**src/rtl/alarm_led_pkg.sv**
```systemverilog
// rtl/alarm_led_pkg.sv - shared types, mode encodings and LED pattern helpers
package alarm_led_pkg;

  typedef enum logic [1:0] {
    IDLE     = 2'd0,
    ALARM    = 2'd1,
    LATCHED  = 2'd2,
    SILENCED = 2'd3
  } state_t;

  localparam logic [1:0] MODE_STEADY = 2'd0;
  localparam logic [1:0] MODE_BLINK  = 2'd1;
  localparam logic [1:0] MODE_CHASE  = 2'd2;
  localparam logic [1:0] MODE_ALT    = 2'd3;

  localparam logic [9:0] PAT_ALL    = 10'h3FF;
  localparam logic [9:0] PAT_CHASE0 = 10'h001;
  localparam logic [9:0] PAT_ALT0   = 10'h155;

  function automatic logic [9:0] pat_init(input logic [1:0] m);
    case (m)
      MODE_CHASE: pat_init = PAT_CHASE0;
      MODE_ALT:   pat_init = PAT_ALT0;
      default:    pat_init = PAT_ALL;
    endcase
  endfunction

  // Chase rotates left so led_j wraps back to led_a.
  function automatic logic [9:0] pat_step(input logic [1:0] m, input logic [9:0] p);
    case (m)
      MODE_STEADY: pat_step = p;
      MODE_CHASE:  pat_step = {p[8:0], p[9]};
      default:     pat_step = ~p;
    endcase
  endfunction

endpackage

```
**src/rtl/alarm_tick_gen.sv**
```systemverilog
// rtl/alarm_tick_gen.sv - pattern step prescaler, one tick every TICK_DIV cycles
module alarm_tick_gen #(
  parameter int TICK_DIV = 4
) (
  input  logic clk,
  input  logic rst_n,
  input  logic en,
  input  logic clr,
  output logic tick
);

  localparam int CW = $clog2(TICK_DIV);
  localparam logic [CW-1:0] LAST = CW'(TICK_DIV - 1);

  logic [CW-1:0] count;

  always_ff @(posedge clk or negedge rst_n) begin
    if (!rst_n) begin
      count <= '0;
    end else if (clr) begin
      count <= '0;
    end else if (en) begin
      count <= (count == LAST) ? '0 : count + 1'b1;
    end
  end

  assign tick = en && (count == LAST);

endmodule

```
**src/rtl/alarm_led_sequencer.sv**
```systemverilog
// rtl/alarm_led_sequencer.sv - latched alarm driving ten LEDs with an animated pattern
module alarm_led_sequencer
  import alarm_led_pkg::*;
#(
  parameter int TICK_DIV = 4
) (
  input  logic       clk,
  input  logic       rst_n,
  input  logic       alarm_in,
  input  logic       ack,
  input  logic [1:0] mode,
  output logic       led_a,
  output logic       led_b,
  output logic       led_c,
  output logic       led_d,
  output logic       led_e,
  output logic       led_f,
  output logic       led_g,
  output logic       led_h,
  output logic       led_i,
  output logic       led_j,
  output logic       alarm_active,
  output logic       silenced
);

  logic       a_m, a_s, k_m, k_s, k_q;
  logic       ack_p;
  state_t     state, nxt;
  logic [1:0] mode_q;
  logic [9:0] led, led_nxt;
  logic       entry, run_nxt, run, tick;

  always_ff @(posedge clk or negedge rst_n) begin
    if (!rst_n) begin
      a_m <= 1'b0;
      a_s <= 1'b0;
      k_m <= 1'b0;
      k_s <= 1'b0;
      k_q <= 1'b0;
    end else begin
      a_m <= alarm_in;
      a_s <= a_m;
      k_m <= ack;
      k_s <= k_m;
      k_q <= k_s;
    end
  end

  assign ack_p   = k_s & ~k_q;
  assign run     = (state == ALARM) || (state == LATCHED);
  assign run_nxt = (nxt == ALARM) || (nxt == LATCHED);
  assign entry   = (state == IDLE) && (nxt == ALARM);

  // Prescaler restarts on entry and is parked at zero whenever the pattern is not running.
  alarm_tick_gen #(.TICK_DIV(TICK_DIV)) u_tick (
    .clk   (clk),
    .rst_n (rst_n),
    .en    (run),
    .clr   (entry || !run_nxt),
    .tick  (tick)
  );

  always_ff @(posedge clk or negedge rst_n) begin
    if (!rst_n) begin
      state        <= IDLE;
      mode_q       <= MODE_STEADY;
      led          <= '0;
      alarm_active <= 1'b0;
      silenced     <= 1'b0;
    end else begin
      state        <= nxt;
      led          <= led_nxt;
      alarm_active <= (nxt != IDLE);
      silenced     <= (nxt == SILENCED);
      if (entry) mode_q <= mode;
    end
  end

  always_comb begin
    nxt = state;
    case (state)
      IDLE:     if (a_s) nxt = ALARM;
      ALARM: begin
        if (ack_p)     nxt = a_s ? SILENCED : IDLE;
        else if (!a_s) nxt = LATCHED;
      end
      LATCHED: begin
        if (ack_p)    nxt = IDLE;
        else if (a_s) nxt = ALARM;
      end
      SILENCED: if (!a_s) nxt = IDLE;
      default:  nxt = IDLE;
    endcase
  end

  always_comb begin
    led_nxt = '0;
    if (entry)        led_nxt = pat_init(mode);
    else if (run_nxt) led_nxt = tick ? pat_step(mode_q, led) : led;
  end

  assign {led_j, led_i, led_h, led_g, led_f, led_e, led_d, led_c, led_b, led_a} = led;

endmodule

```
**config.mk**
```make
export PLATFORM = sky130hd
export DESIGN_NAME = alarm_led_sequencer
export DESIGN_NICKNAME = d
export VERILOG_FILES = /design/src/rtl/alarm_led_pkg.sv /design/src/rtl/alarm_tick_gen.sv /design/src/rtl/alarm_led_sequencer.sv
export SDC_FILE = /design/constraint.sdc
export NUM_CORES = 1
export LEC_CHECK = 0
export CORE_MARGIN = 2
export CORE_UTILIZATION = 45
export CTS_BUF_LIST = sky130_fd_sc_hd__clkbuf_4
export DETAILED_ROUTE_END_ITERATION = 7
export DONT_BUFFER_PORTS = 1
export GPL_ROUTABILITY_DRIVEN = 0
export GPL_TIMING_DRIVEN = 0
export PLACE_DENSITY_LB_ADDON = 0.2
export SYNTH_ARGS = -nofsm -noshare
export SYNTH_HDL_FRONTEND = slang
export SYNTH_SLANG_ARGS = --single-unit
export TNS_END_PERCENT = 10
```
**constraint.sdc**
```tcl
create_clock -name clk -period 2.8 [get_ports clk]
set_input_delay 0.7 -clock clk [delete_from_list [all_inputs] [get_ports clk]]
set_output_delay 0.7 -clock clk [all_outputs]
set_load 0.005 [all_outputs]
```
# Yosys cells after proc, flatten, opt, wreduce, memory -nomap -nowiden
# Index checks and enable logic that the tools add are counted.
[word_totals]
output_inout_bits = 12
wordCells = 53
mem_bits_ro = 0
ff_bits = 23
latch_bits = 0
n_memories = 0
ram_bits = 0
[op_classes]
reduce_logical = 11
div = 0
mul = 0
bitwise = 3
n_shift = 0
magnitude_cmp = 0
muxes = 15
addsub = 1
eq_ne = 12
[ops]
columns = ["op", "count"]
rows = [
  ["$pmux 10 s2", 2],
  ["$mux 10", 3],
  ["$mux 2", 9],
  ["$eq 2x2->1 const B", 8],
  ["$not 10->10", 1],
  ["$pmux 2 s4", 1],
  ["$eq 2x1->1 const B", 2],
  ["$logic_not 2->1", 2],
  ["$reduce_bool 2->1", 2],
  ["$logic_or 1x1->1", 3],
  ["$ne 3x2->1 const B", 1],
  ["$ne 3x3->1 const B", 1],
  ["$add 2x1->2 const B", 1],
  ["$logic_and 1x1->1", 2],
  ["$reduce_and 2->1", 1],
  ["$and 1x1->1", 1],
  ["$logic_not 1->1", 1],
  ["$not 1->1", 1],
]

# Logic depth before layout (Yosys ltp)
# Gate-level depths: netlist of run 1.
[logic_depth]
word_depth = 9
ltp_mapped = 12

# By module
# Synthesis of run 1 repeated with hierarchy kept, for this count alone.
[unflattened]
hier_cells = 118
area_unflattened_um2 = 1241.2
[modules_own_cells]
columns = ["module", "n_inst", "seq_area_each_um2", "cells_per_inst", "area_per_inst_um2"]
rows = [
  ["alarm_led_sequencer", 1, 525.5, 109, 1134.8],
  ["alarm_tick_gen", 1, 50.0, 9, 106.4],
]

# Worst setup path after synthesis of run 1
# Ideal clock, no wire load.
[synth_timing]
kind = "reg-to-reg"
startpoint = "register state[0]"
endpoint = "register led[0]"
path_stages_with_launch = 11
arrival_ps = 2036
setup_ps = 121
setup_slack_ps = 643
required_time_ps = 2679
period_less_slack_ps = 2157
cell_sequence = "dfrtp_1 > inv_1 > ha_1 > a21oi_1 > o21ai_1 > a21oi_1 > ha_1 > nor2b_2 > o21ai_4 > buf_6 > a22o_1"
[synth_via]
elab_chain_cells = 7
[synth_rtl]
columns = ["element", "line", "rtl"]
rows = [
  ["start: declaration", "alarm_led_sequencer.sv:28", "state_t state, nxt;"],
  ["start signal: assignment", "alarm_led_sequencer.sv:71", "state <= nxt;"],
  ["$mux 2 (on tied branches)", "alarm_led_sequencer.sv:82, alarm_led_sequencer.sv:89, alarm_led_sequencer.sv:85", ""],
  ["$mux 2 (on tied branches)", "alarm_led_sequencer.sv:88, alarm_led_sequencer.sv:84", ""],
  ["$pmux 2 s4", "alarm_led_sequencer.sv:81", "case (state)"],
  ["$eq 2x1->1 / $eq 2x2->1 (equally long branches)", "alarm_led_sequencer.sv:51, alarm_led_sequencer.sv:52", ""],
  ["$logic_and 1x1->1 / $logic_or 1x1->1 (equally long branches)", "alarm_led_sequencer.sv:52, alarm_led_sequencer.sv:51", ""],
  ["$ne 3x3->1 (no source line) (tied with other cells)", "--", ""],
  ["$reduce_and 2->1 (no source line) / $mux 10 (equally long branches)", "--", ""],
  ["end signal: assignment", "alarm_led_sequencer.sv:72", "led <= led_nxt;"],
  ["end: declaration", "alarm_led_sequencer.sv:30", "logic [9:0] led, led_nxt;"],
]
# Several ways; a longest one is shown, not always the timed one.
# A chain may end at the register's enable or synchronous reset.

# Worst setup path after layout of run 1
[layout_timing]
startpoint = "register state[0]"
endpoint = "register led[9]"
[layout_via]
elab_chain_cells = 7
[layout_rtl]
columns = ["element", "line"]
rows = [
  ["$mux 2 (on tied branches)", "alarm_led_sequencer.sv:82, alarm_led_sequencer.sv:89, alarm_led_sequencer.sv:85"],
  ["$mux 2 (on tied branches)", "alarm_led_sequencer.sv:88, alarm_led_sequencer.sv:84"],
  ["$pmux 2 s4 *", "alarm_led_sequencer.sv:81"],
  ["net nxt[0]", "alarm_led_sequencer.sv:28"],
  ["$eq 2x1->1 / $eq 2x2->1 (equally long branches)", "alarm_led_sequencer.sv:51, alarm_led_sequencer.sv:52"],
  ["$logic_and 1x1->1 / $logic_or 1x1->1 (equally long branches)", "alarm_led_sequencer.sv:52, alarm_led_sequencer.sv:51"],
  ["$ne 3x3->1 (no source line) (tied with other cells)", "--"],
  ["$reduce_and 2->1 (no source line) / $mux 10 (equally long branches)", "--"],
]
# Mark *: on every way through the listed nets, which the timed path passes. The rest lies on a longest branch.

==> results of run 1 <==
[metal layers]
| metal | share of wire | vias up | track usage |
|---|---|---|---|
| li1 | - | 379 | - |
| met1 | 0.42 | 393 | 0.188 |
| met2 | 0.53 | 11 | 0.284 |
| met3 | 0.040 | 2 | 0.0375 |
| met4 | 0.0067 | 0 | 0.0523 |
| met5 | 0 | - | 0 |
[final timing paths]
kind / start / endpoint / slack (ns) / cells past startpoint
worst max-delay path: state[0] / led[9] / 0.35 / 10
worst min-delay path: rst_n / led[6] / 0.06 / 0
worst max register to register: state[0] / led[9] / 0.35 / 10
worst min register to register: k_m / k_s / 0.36 / 0
max in group asynchronous: rst_n / mode_q[1] / 2.67 / 0
min in group clk: k_m / k_s / 0.36 / 0
[cells by family after synthesis]
family / share of synthesized area
buf+inv: 0.0389
fa+ha+maj: 0.0946
mux: 0.0358
flops: 0.484
simple gates: 0.131
compound gates: 0.216
[flip-flops by register name, summed over array words and instances (netlist names)]
| signal | count |
|---|---|
| led | 10 |
| mode_q | 2 |
| state | 2 |
| u_tick.count | 2 |
| a_m | 1 |
| a_s | 1 |
| alarm_active | 1 |
| k_m | 1 |
| k_q | 1 |
| k_s | 1 |
| silenced | 1 |
[synth_stat cells]
library cell and number:
dfrtp_1 23, buf_2 1, nand2_2 1, o31ai_1 1, nor2b_2 1, a21oi_1 3
buf_6 2, nand2_1 1, nor2b_1 1, o21a_1 1, and2b_1 1, nand3b_1 1
nor2_1 16, and3_1 1, a22o_1 1, ha_1 9, buf_4 1, inv_1 3
a21o_1 2, o21ai_2 2, a211oi_1 9, o22a_1 9, o21ai_1 2, o21ai_4 1
o211ai_1 1, mux2_1 2, mux2i_1 2, nand2b_4 1, nand2b_1 2, nor4b_2 1
nand2b_2 1, o21ai_0 1
[cell type report]
| class | instances | area (sq um) |
|---|---|---|
| multi-input combinational | 74 | 568 |
| tap | 30 | 37.5 |
| clock buffer | 3 | 22.5 |
| sequential | 23 | 576 |
| fill | 245 | 1240 |
| clock inverter | 1 | 5.00 |
| inverter | 3 | 11.3 |
| buffer | 4 | 35.0 |
[power by group through the flow]
| stage | clock network, mW | logic, mW | registers [mW] |
|---|---|---|---|
| finish | 0.156 | 1.06 | 0.606 |
| global route | 0.169 | 1.20 | 0.628 |
| CTS | 0.156 | 1.08 | 0.608 |
| detailed placement | 0 | 1.07 | 0.615 |
| global placement | 0 | 1.02 | 0.609 |
| floorplan | 0 | 0.880 | 0.578 |
[through the flow]
step                setup WS, ns  cells  utilization  power, mW
global route               0.103    138        0.502       1.99
detailed placement         0.334    134        0.491       1.69
global placement           0.472    134        0.491       1.63
finish                     0.346    138        0.502       1.82
floorplan                  0.643    104            -       1.46
CTS                        0.312    138        0.502       1.84
[worst reg2reg max path: stages (launching register included)]
cell     delay [ns]
dfrtp_1        0.42
inv_1          0.11
ha_1           0.29
a21oi_1        0.25
nor2_1         0.09
o21a_1         0.22
ha_1           0.23
nor2b_2        0.18
o21ai_4        0.22
o21ai_2        0.14
o22a_1         0.20
==> metrics.md, run 1 <==
| Metric | Value |
|---|---|
| CTS Buf Count | 3 |
| Initial core utilization | 0.476 |
| Worst vdd ir | 0.000870 V |
| RSZ-0062 raised after global routing | no |
| Status | completed |
| Clk_lat worst skew | 0.31 ns |
| Setup Skew | 0.00135 ns |
| DR iter-0 viols | 9 |
| CP max stage cell | dfrtp_1 |
| Resized cells post-CTS | 0 |
| CP Buf/Inv Count | 1 |
| Bufs on Longest Clock Path | 2 |
| Design Area, Final | 0.00125 sq mm |
| IO Port Bufs | 0 |
| ANT nets after route | 0 |
| Max-cap viol count | 0 |
| Area Overhead vs Synth | 5.47% |
| Yosys top cell by area | dfrtp_1 |
| NetSw | 0.782 mW |
| TritonCTS clock tree | yes |
| First-pass GRT wire length | 3930 um |
| Critical path's top delay family | compound AO/OA/AOI/OAI gates |
| Setup CP Type | reg -> reg |
| CP Capture Type | flop |
| Die height | 55.4 um |
| Vias in the first global route | 848 |
| Hold Vio Cnt, Final | 0 |
| Highest clock rate | 0.408 GHz |
| Final hold slack | 0.0614 ns |
| Yosys warnings | 0 |
| Seq pwr share | 0.333 |
| HP Class | in -> async |
| Initial antenna violation count | 0 |
| Layout cells sized above 1 | 0.148 |
| Drt total wl | 2250 um |
| DRC Markers | 0 |
| Sequential fraction of the synthesis area | 0.484 |
| Number of synthesized register bits | 23 |
| Ports | 18 |
| Final Critical Period | 2.45 ns |
| Area after DPL | 0.00123 sq mm |
| Most common cell after layout, fill and taps aside | dfrtp_1 |
| Via density | 5.69 |
| CP dominant cell by count | ha_1 |
| Via count | 785 |
| Syn_nets | 119 |
| Worst stage delay on the critical path | 0.42 ns |
| Clk sinks | 23 |
| Clock power frac | 0.086 |
| CTS clk-pin slew, worst paths | 0.13 ns |
| Total negative slack | 0 ns |
| Max-slew headroom | 0.810 |
| Core area | 0.00250 sq mm |
| Die W | 55.4 um |
| Largest net degree at the start of global routing | 24 |
| Antenna cells | 0 |
| Startpoint Class | flop |
| Post-DP HPWL | 1700 um |
| Post-CTS Hold Fix Bufs | 0 |
| LEAKAGE | 0.577 nW |
| Most frequent cells in the layout | dfrtp_1 (23), nor2_1 (16), a211oi_1 (9), o22a_1 (9), ha_1 (9) |
| 1st-pass router iterations | 3 |
| Setup Fix Bufs, Post-CTS | 0 |
| Crit path cell chain | inv_1, ha_1, a21oi_1, nor2_1, o21a_1, ha_1, nor2b_2, o21ai_4, o21ai_2, o22a_1 |
| Final worst path period share | 0.876 |
| Syn Area/Cell | 11.4 sq um |
| Area fraction of the dominant cell type after synthesis | 0.484 |
| H-Tree Depth | 1 |
| Setup violators final | 0 |
| Wirelength per Cell | 16.3 um |
| Top post-synthesis cells by area | dfrtp_1 (48%), ha_1 (9.5%), o22a_1 (6.6%) |
| Sw Share | 0.430 |
| GRT Overall Usage | 0.160 |
| Total gr overflow | 0 |
| Worst slew pin tran | 0.284 ns |
| Synth cell types | 32 |
| Die Area | 0.00307 sq mm |
| Worst EP required | 3.01 ns |
| Pwr/cell area | 1450 mW/mm^2 |
| Site Rows | 18 |
| Cell Area, Synth | 0.00119 sq mm |
| Root Buffer | clkbuf_4 |
| Internal power | 1.04 mW |
| Nets | 124 |
| Max Transition Viols Final | 0 |
| Crit-path max FO | 5 |
| Syn Inst Count | 104 |
| Power share of the combinational group | 0.581 |
| CP Data Arrival Time | 2.67 ns |
Note: power is estimated with default switching activity, not from simulation.
==> run 2, diff against run 1 <==
CORE_UTILIZATION = 63   (was 45)
CTS_CLUSTER_DIAMETER = 150   (was default)
==> metrics.md, run 2 (synthesized netlist as in run 1, its figures left out) <==
| Metric | Value |
|---|---|
| Status | completed (unchanged) |
| Pwr/cell area | 1430 mW/mm^2 (was 1450 mW/mm^2) |
| Post-CTS Hold Fix Bufs | 0 (unchanged) |
| Via density | 5.93 (was 5.69) |
| Layout cells sized above 1 | 0.148 (unchanged) |
| LEAKAGE | 0.577 nW (unchanged) |
| IO Port Bufs | 0 (unchanged) |
| Die W | 47.5 um (was 55.4 um) |
| Sw Share | 0.422 (was 0.430) |
| First-pass GRT wire length | 3170 um (was 3930 um) |
| CTS clk-pin slew, worst paths | 0.13 ns (about the same) |
| Post-DP HPWL | 1470 um (was 1700 um) |
| Die height | 47.5 um (was 55.4 um) |
| Final core utilization | 0.715 (was 0.502) |
| RSZ-0062 raised after global routing | no (unchanged) |
| Core area | 0.00175 sq mm (was 0.00250 sq mm) |
| Internal power | 1.04 mW (about the same) |
| Critical path's top delay family | compound AO/OA/AOI/OAI gates (unchanged) |
| Worst vdd ir | 0.000858 V (was 0.000870 V) |
| Root Buffer | clkbuf_4 (unchanged) |
| Resized cells post-CTS | 0 (unchanged) |
| Area Overhead vs Synth | 4.94% (was 5.47%) |
| Setup violators final | 0 (unchanged) |
| Wirelength per Cell | 15.1 um (was 16.3 um) |
| Max-cap viol count | 0 (unchanged) |
| Total gr overflow | 0 (unchanged) |
| CP Capture Type | flop (unchanged) |
| Max-slew headroom | 0.812 (was 0.810) |
| Drt total wl | 2010 um (was 2250 um) |
| Largest net degree at the start of global routing | 24 (unchanged) |
| Crit-path max FO | 10 (was 5) |
| Die Area | 0.00225 sq mm (was 0.00307 sq mm) |
| Clock power frac | 0.087 (was 0.086) |
| CTS Buf Count | 3 (unchanged) |
| Startpoint Class | flop (unchanged) |
| Initial core utilization | 0.682 (was 0.476) |
| 1st-pass router iterations | 4 (was 3) |
| TritonCTS clock tree | yes (unchanged) |
| Most common cell after layout, fill and taps aside | dfrtp_1 (unchanged) |
| Layout Cells excl Fill | 133 (was 138) |
| Hold Vio Cnt, Final | 0 (unchanged) |
| Ports | 18 (unchanged) |
| Crit path cell chain | inv_1, ha_1, a21oi_1, o21ai_1, a21oi_1, ha_1, nor2b_2, o21ai_4, buf_6, a22o_1 (was inv_1, ha_1, a21oi_1, nor2_1, o21a_1, ha_1, nor2b_2, o21ai_4, o21ai_2, o22a_1) |
| Most frequent cells in the layout | dfrtp_1 (23), nor2_1 (16), a211oi_1 (9), o22a_1 (9), ha_1 (9) (unchanged) |
| CP max stage cell | dfrtp_1 (unchanged) |
| CP Buf/Inv Count | 2 (was 1) |
| Worst stage delay on the critical path | 0.45 ns (was 0.42 ns) |
| Worst EP required | 3.02 ns (was 3.01 ns) |
| Bufs on Longest Clock Path | 2 (unchanged) |
| DR iter-0 viols | 9 (unchanged) |
| Antenna cells | 0 (unchanged) |
| Worst slew pin tran | 0.282 ns (was 0.284 ns) |
| Final Critical Period | 2.39 ns (was 2.45 ns) |
| Dpl cells | 129 (was 134) |
| NetSw | 0.755 mW (was 0.782 mW) |
| Seq pwr share | 0.338 (was 0.333) |
| Final worst path period share | 0.854 (was 0.876) |
| H-Tree Depth | 1 (unchanged) |
| Clk sinks | 23 (unchanged) |
| Setup Fix Bufs, Post-CTS | 0 (unchanged) |
| Initial antenna violation count | 0 (unchanged) |
| Biggest register | led (unchanged) |
| FILL cells | 135 (was 245) |
| Nets | 124 (unchanged) |
| Highest clock rate | 0.418 GHz (was 0.408 GHz) |
| HP Class | in -> async (unchanged) |
| Vias in the first global route | 739 (was 848) |
| CP Data Arrival Time | 2.61 ns (was 2.67 ns) |
| GRT Overall Usage | 0.204 (was 0.160) |
| Clk_lat worst skew | 0.32 ns (was 0.31 ns) |
| ANT nets after route | 0 (unchanged) |
| Power share of the combinational group | 0.575 (was 0.581) |
| Site Rows | 15 (was 18) |
| Setup Skew | 0.00343 ns (was 0.00135 ns) |
| Via count | 789 (was 785) |
| Total negative slack | 0 ns (unchanged) |
| DRC Markers | 0 (unchanged) |
| Max Transition Viols Final | 0 (unchanged) |
| Max reg flops | 10 (unchanged) |
| Setup CP Type | reg -> reg (unchanged) |
## run 2: cell counts in the layout (fill, tap and decap cells not counted)
Identical to the previous run, type by type.
## run 2: through the flow
stage	setup slack [ns]	cell area [sq um]	hold slack [ns]	power, mW
CTS	0.406	1250	0.0476	1.80
global route	0.163	1250	0.0326	1.95
floorplan	0.643	1190	0.331	1.46
detailed placement	0.438	1220	0.336	1.64
global placement	0.477	1220	0.336	1.60
finish	0.407	1250	0.0530	1.79
## run 2: power groups by stage
stage	logic, mW	registers, mW	clock network [mW]
floorplan	0.880	0.578	0
global placement	0.998	0.607	0
detailed placement	1.03	0.614	0
CTS	1.04	0.607	0.161
global route	1.15	0.633	0.173
finish	1.03	0.605	0.156
## run 2: area by class of cell
cell class | instances | area, sq um | share of cell area
sequential | 23 | 576 | 0.461
multi-input combinational | 74 | 568 | 0.455
buffer | 4 | 35.0 | 0.0281
tap | 25 | 31.3 | 0.0251
clock buffer | 3 | 22.5 | 0.0180
inverter | 3 | 11.3 | 0.00902
clock inverter | 1 | 5.00 | 0.00401
## run 2: path summary, 6_finish.rpt
kind                               start     end  slack (ns)  cells after the start
worst max-delay path            state[1]  led[0]        0.41                     10
worst min-delay path               rst_n  led[9]        0.05                      0
worst max register to register  state[1]  led[0]        0.41                     10
worst min register to register       a_m     a_s        0.36                      0
max in group asynchronous          rst_n  led[0]        2.68                      0
min in group clk                     a_m     a_s        0.36                      0
## run 2: layer usage
metal / up-vias / part of all wire / GRT usage
met5: - / 0 / 0
met4: 0 / 0.018 / 0.0833
met3: 5 / 0.062 / 0.0604
met2: 21 / 0.45 / 0.322
met1: 378 / 0.47 / 0.263
li1: 385 / - / -
==> run 3, diff against run 2 <==
PLACE_DENSITY_LB_ADDON = 0.1   (was 0.2)
==> metrics.md, run 3 (synthesized netlist as in run 1, its figures left out) <==
| Metric | Value |
|---|---|
| Power share of the combinational group | 0.581 (was 0.575) |
| Most frequent cells in the layout | dfrtp_1 (23), nor2_1 (16), a211oi_1 (9), o22a_1 (9), ha_1 (9) (unchanged) |
| Worst EP required | 3.06 ns (was 3.02 ns) |
| FILL cells | 140 (was 135) |
| DR iter-0 viols | 12 (was 9) |
| CP Capture Type | flop (unchanged) |
| Worst stage delay on the critical path | 0.45 ns (about the same) |
| Resized cells post-CTS | 0 (unchanged) |
| Max reg flops | 10 (unchanged) |
| Nets | 124 (unchanged) |
| Antenna cells | 0 (unchanged) |
| Worst vdd ir | 0.000865 V (was 0.000858 V) |
| Bufs on Longest Clock Path | 2 (unchanged) |
| Crit-path max FO | 9 (was 10) |
| Seq pwr share | 0.336 (was 0.338) |
| Final Critical Period | 2.50 ns (was 2.39 ns) |
| Max Transition Viols Final | 0 (unchanged) |
| Setup Skew | 0.00295 ns (was 0.00343 ns) |
| Area Overhead vs Synth | 4.94% (unchanged) |
| Seq. cell area | 576 sq um (unchanged) |
| Clock power frac | 0.083 (was 0.087) |
| Final worst path period share | 0.894 (was 0.854) |
| NetSw | 0.758 mW (was 0.755 mW) |
| Design Area, Final | 0.00125 sq mm (unchanged) |
| Clk_lat worst skew | 0.30 ns (was 0.32 ns) |
| Highest clock rate | 0.400 GHz (was 0.418 GHz) |
| Hold Vio Cnt, Final | 0 (unchanged) |
| Via count | 802 (was 789) |
| Initial antenna violation count | 0 (unchanged) |
| Die W | 47.5 um (unchanged) |
| Setup CP Type | reg -> reg (unchanged) |
| Max-slew headroom | 0.800 (was 0.812) |
| HP Class | in -> async (unchanged) |
| Final setup margin | 0.297 ns (was 0.407 ns) |
| Total gr overflow | 0 (unchanged) |
| Largest net degree at the start of global routing | 24 (unchanged) |
| Post-DP HPWL | 1480 um (was 1470 um) |
| GRT Overall Usage | 0.214 (was 0.204) |
| CTS Buf Count | 3 (unchanged) |
| Setup violators final | 0 (unchanged) |
| IO Port Bufs | 0 (unchanged) |
| Area after DPL | 0.00122 sq mm (unchanged) |
| 1st-pass router iterations | 4 (unchanged) |
| LEAKAGE | 0.577 nW (unchanged) |
| Initial core utilization | 0.682 (unchanged) |
| Die height | 47.5 um (unchanged) |
| TritonCTS clock tree | yes (unchanged) |
| Vias in the first global route | 758 (was 739) |
| Startpoint Class | flop (unchanged) |
| RSZ-0062 raised after global routing | no (unchanged) |
| Crit path cell chain | inv_1, ha_1, a21oi_1, o21ai_1, a21oi_1, ha_1, nand2b_2, buf_6, a211oi_1, o22a_1 (was inv_1, ha_1, a21oi_1, o21ai_1, a21oi_1, ha_1, nor2b_2, o21ai_4, buf_6, a22o_1) |
| DRC Markers | 0 (unchanged) |
| Multi-input logic area | 568 sq um (unchanged) |
| CP max stage cell | dfrtp_1 (unchanged) |
| Total negative slack | 0 ns (unchanged) |
| Core area | 0.00175 sq mm (unchanged) |
| Root Buffer | clkbuf_4 (unchanged) |
| Wirelength per Cell | 15.1 um (about the same) |
| Status | completed (unchanged) |
| Setup Fix Bufs, Post-CTS | 0 (unchanged) |
| Worst slew pin tran | 0.299 ns (was 0.282 ns) |
| CP Data Arrival Time | 2.76 ns (was 2.61 ns) |
| Biggest register | led (unchanged) |
| Pwr/cell area | 1440 mW/mm^2 (was 1430 mW/mm^2) |
| ANT nets after route | 0 (unchanged) |
| Max-cap viol count | 0 (unchanged) |
| Post-place setup slack | 0.354 ns (was 0.438 ns) |
| Most common cell after layout, fill and taps aside | dfrtp_1 (unchanged) |
| Die Area | 0.00225 sq mm (unchanged) |
| Sw Share | 0.423 (was 0.422) |
| Ports | 18 (unchanged) |
| Drt total wl | 2010 um (about the same) |
| Site Rows | 15 (unchanged) |
| Post-CTS Hold Fix Bufs | 0 (unchanged) |
| Via density | 6.03 (was 5.93) |
| Final hold slack | 0.0684 ns (was 0.0530 ns) |
| CTS clk-pin slew, worst paths | 0.12 ns (was 0.13 ns) |
| First-pass GRT wire length | 3330 um (was 3170 um) |
| Layout cells sized above 1 | 0.148 (unchanged) |
| Internal power | 1.04 mW (unchanged) |
| Clk sinks | 23 (unchanged) |
| H-Tree Depth | 1 (unchanged) |
==> run 3: layout make-up <==
class / count / share of cell area
flip-flops and latches: 23 / 0.461
plain buffers: 4 / 0.0281
inverters: 3 / 0.00902
clock buffers: 3 / 0.0180
multi-input cells: 74 / 0.455
clock inverters: 1 / 0.00401
well taps: 25 / 0.0251
==> run 3: path summary, 6_finish.rpt <==
kind	start	to	slack (ns)	cells past startpoint
min reg2reg	a_m	a_s	0.36	0
min	rst_n	silenced	0.07	0
max	state[1]	led[2]	0.30	10
max reg2reg	state[1]	led[2]	0.30	10
min in group clk	a_m	a_s	0.36	0
max in group asynchronous	rst_n	state[1]	2.66	0
==> run 3: per-layer routing <==
metal / vias to the layer above / track usage / part of all wire
li1: 389 / - / -
met1: 395 / 0.294 / 0.47
met2: 14 / 0.330 / 0.47
met3: 4 / 0.0491 / 0.045
met4: 0 / 0.0833 / 0.016
met5: - / 0 / 0
==> run 3: through the flow <==
stage	utilization	cells	power, mW
final	0.715	133	1.79
after CTS	0.715	133	1.80
after detailed placement	0.700	129	1.65
after floorplan	-	104	1.46
after global placement	0.700	129	1.61
after global routing	0.715	133	1.95
==> run 3: power groups by stage <==
stage          registers [mW]  logic (mW)  clock network [mW]
3_3_place_gp            0.607        1.00                   0
3_5_place_dp            0.612        1.04                   0
6_report                0.603        1.04               0.148
4_1_cts                 0.604        1.04               0.155
2_1_floorplan           0.578       0.880                   0
5_1_grt                 0.627        1.16               0.169
==> run 3: worst max-delay path, delay by kind of cell (launching register included) <==
family	cells	cell delay [ns]
flops	1	0.45
fa+ha+maj	2	0.56
simple gates	1	0.19
compound gates	5	1.03
buf+inv	2	0.24
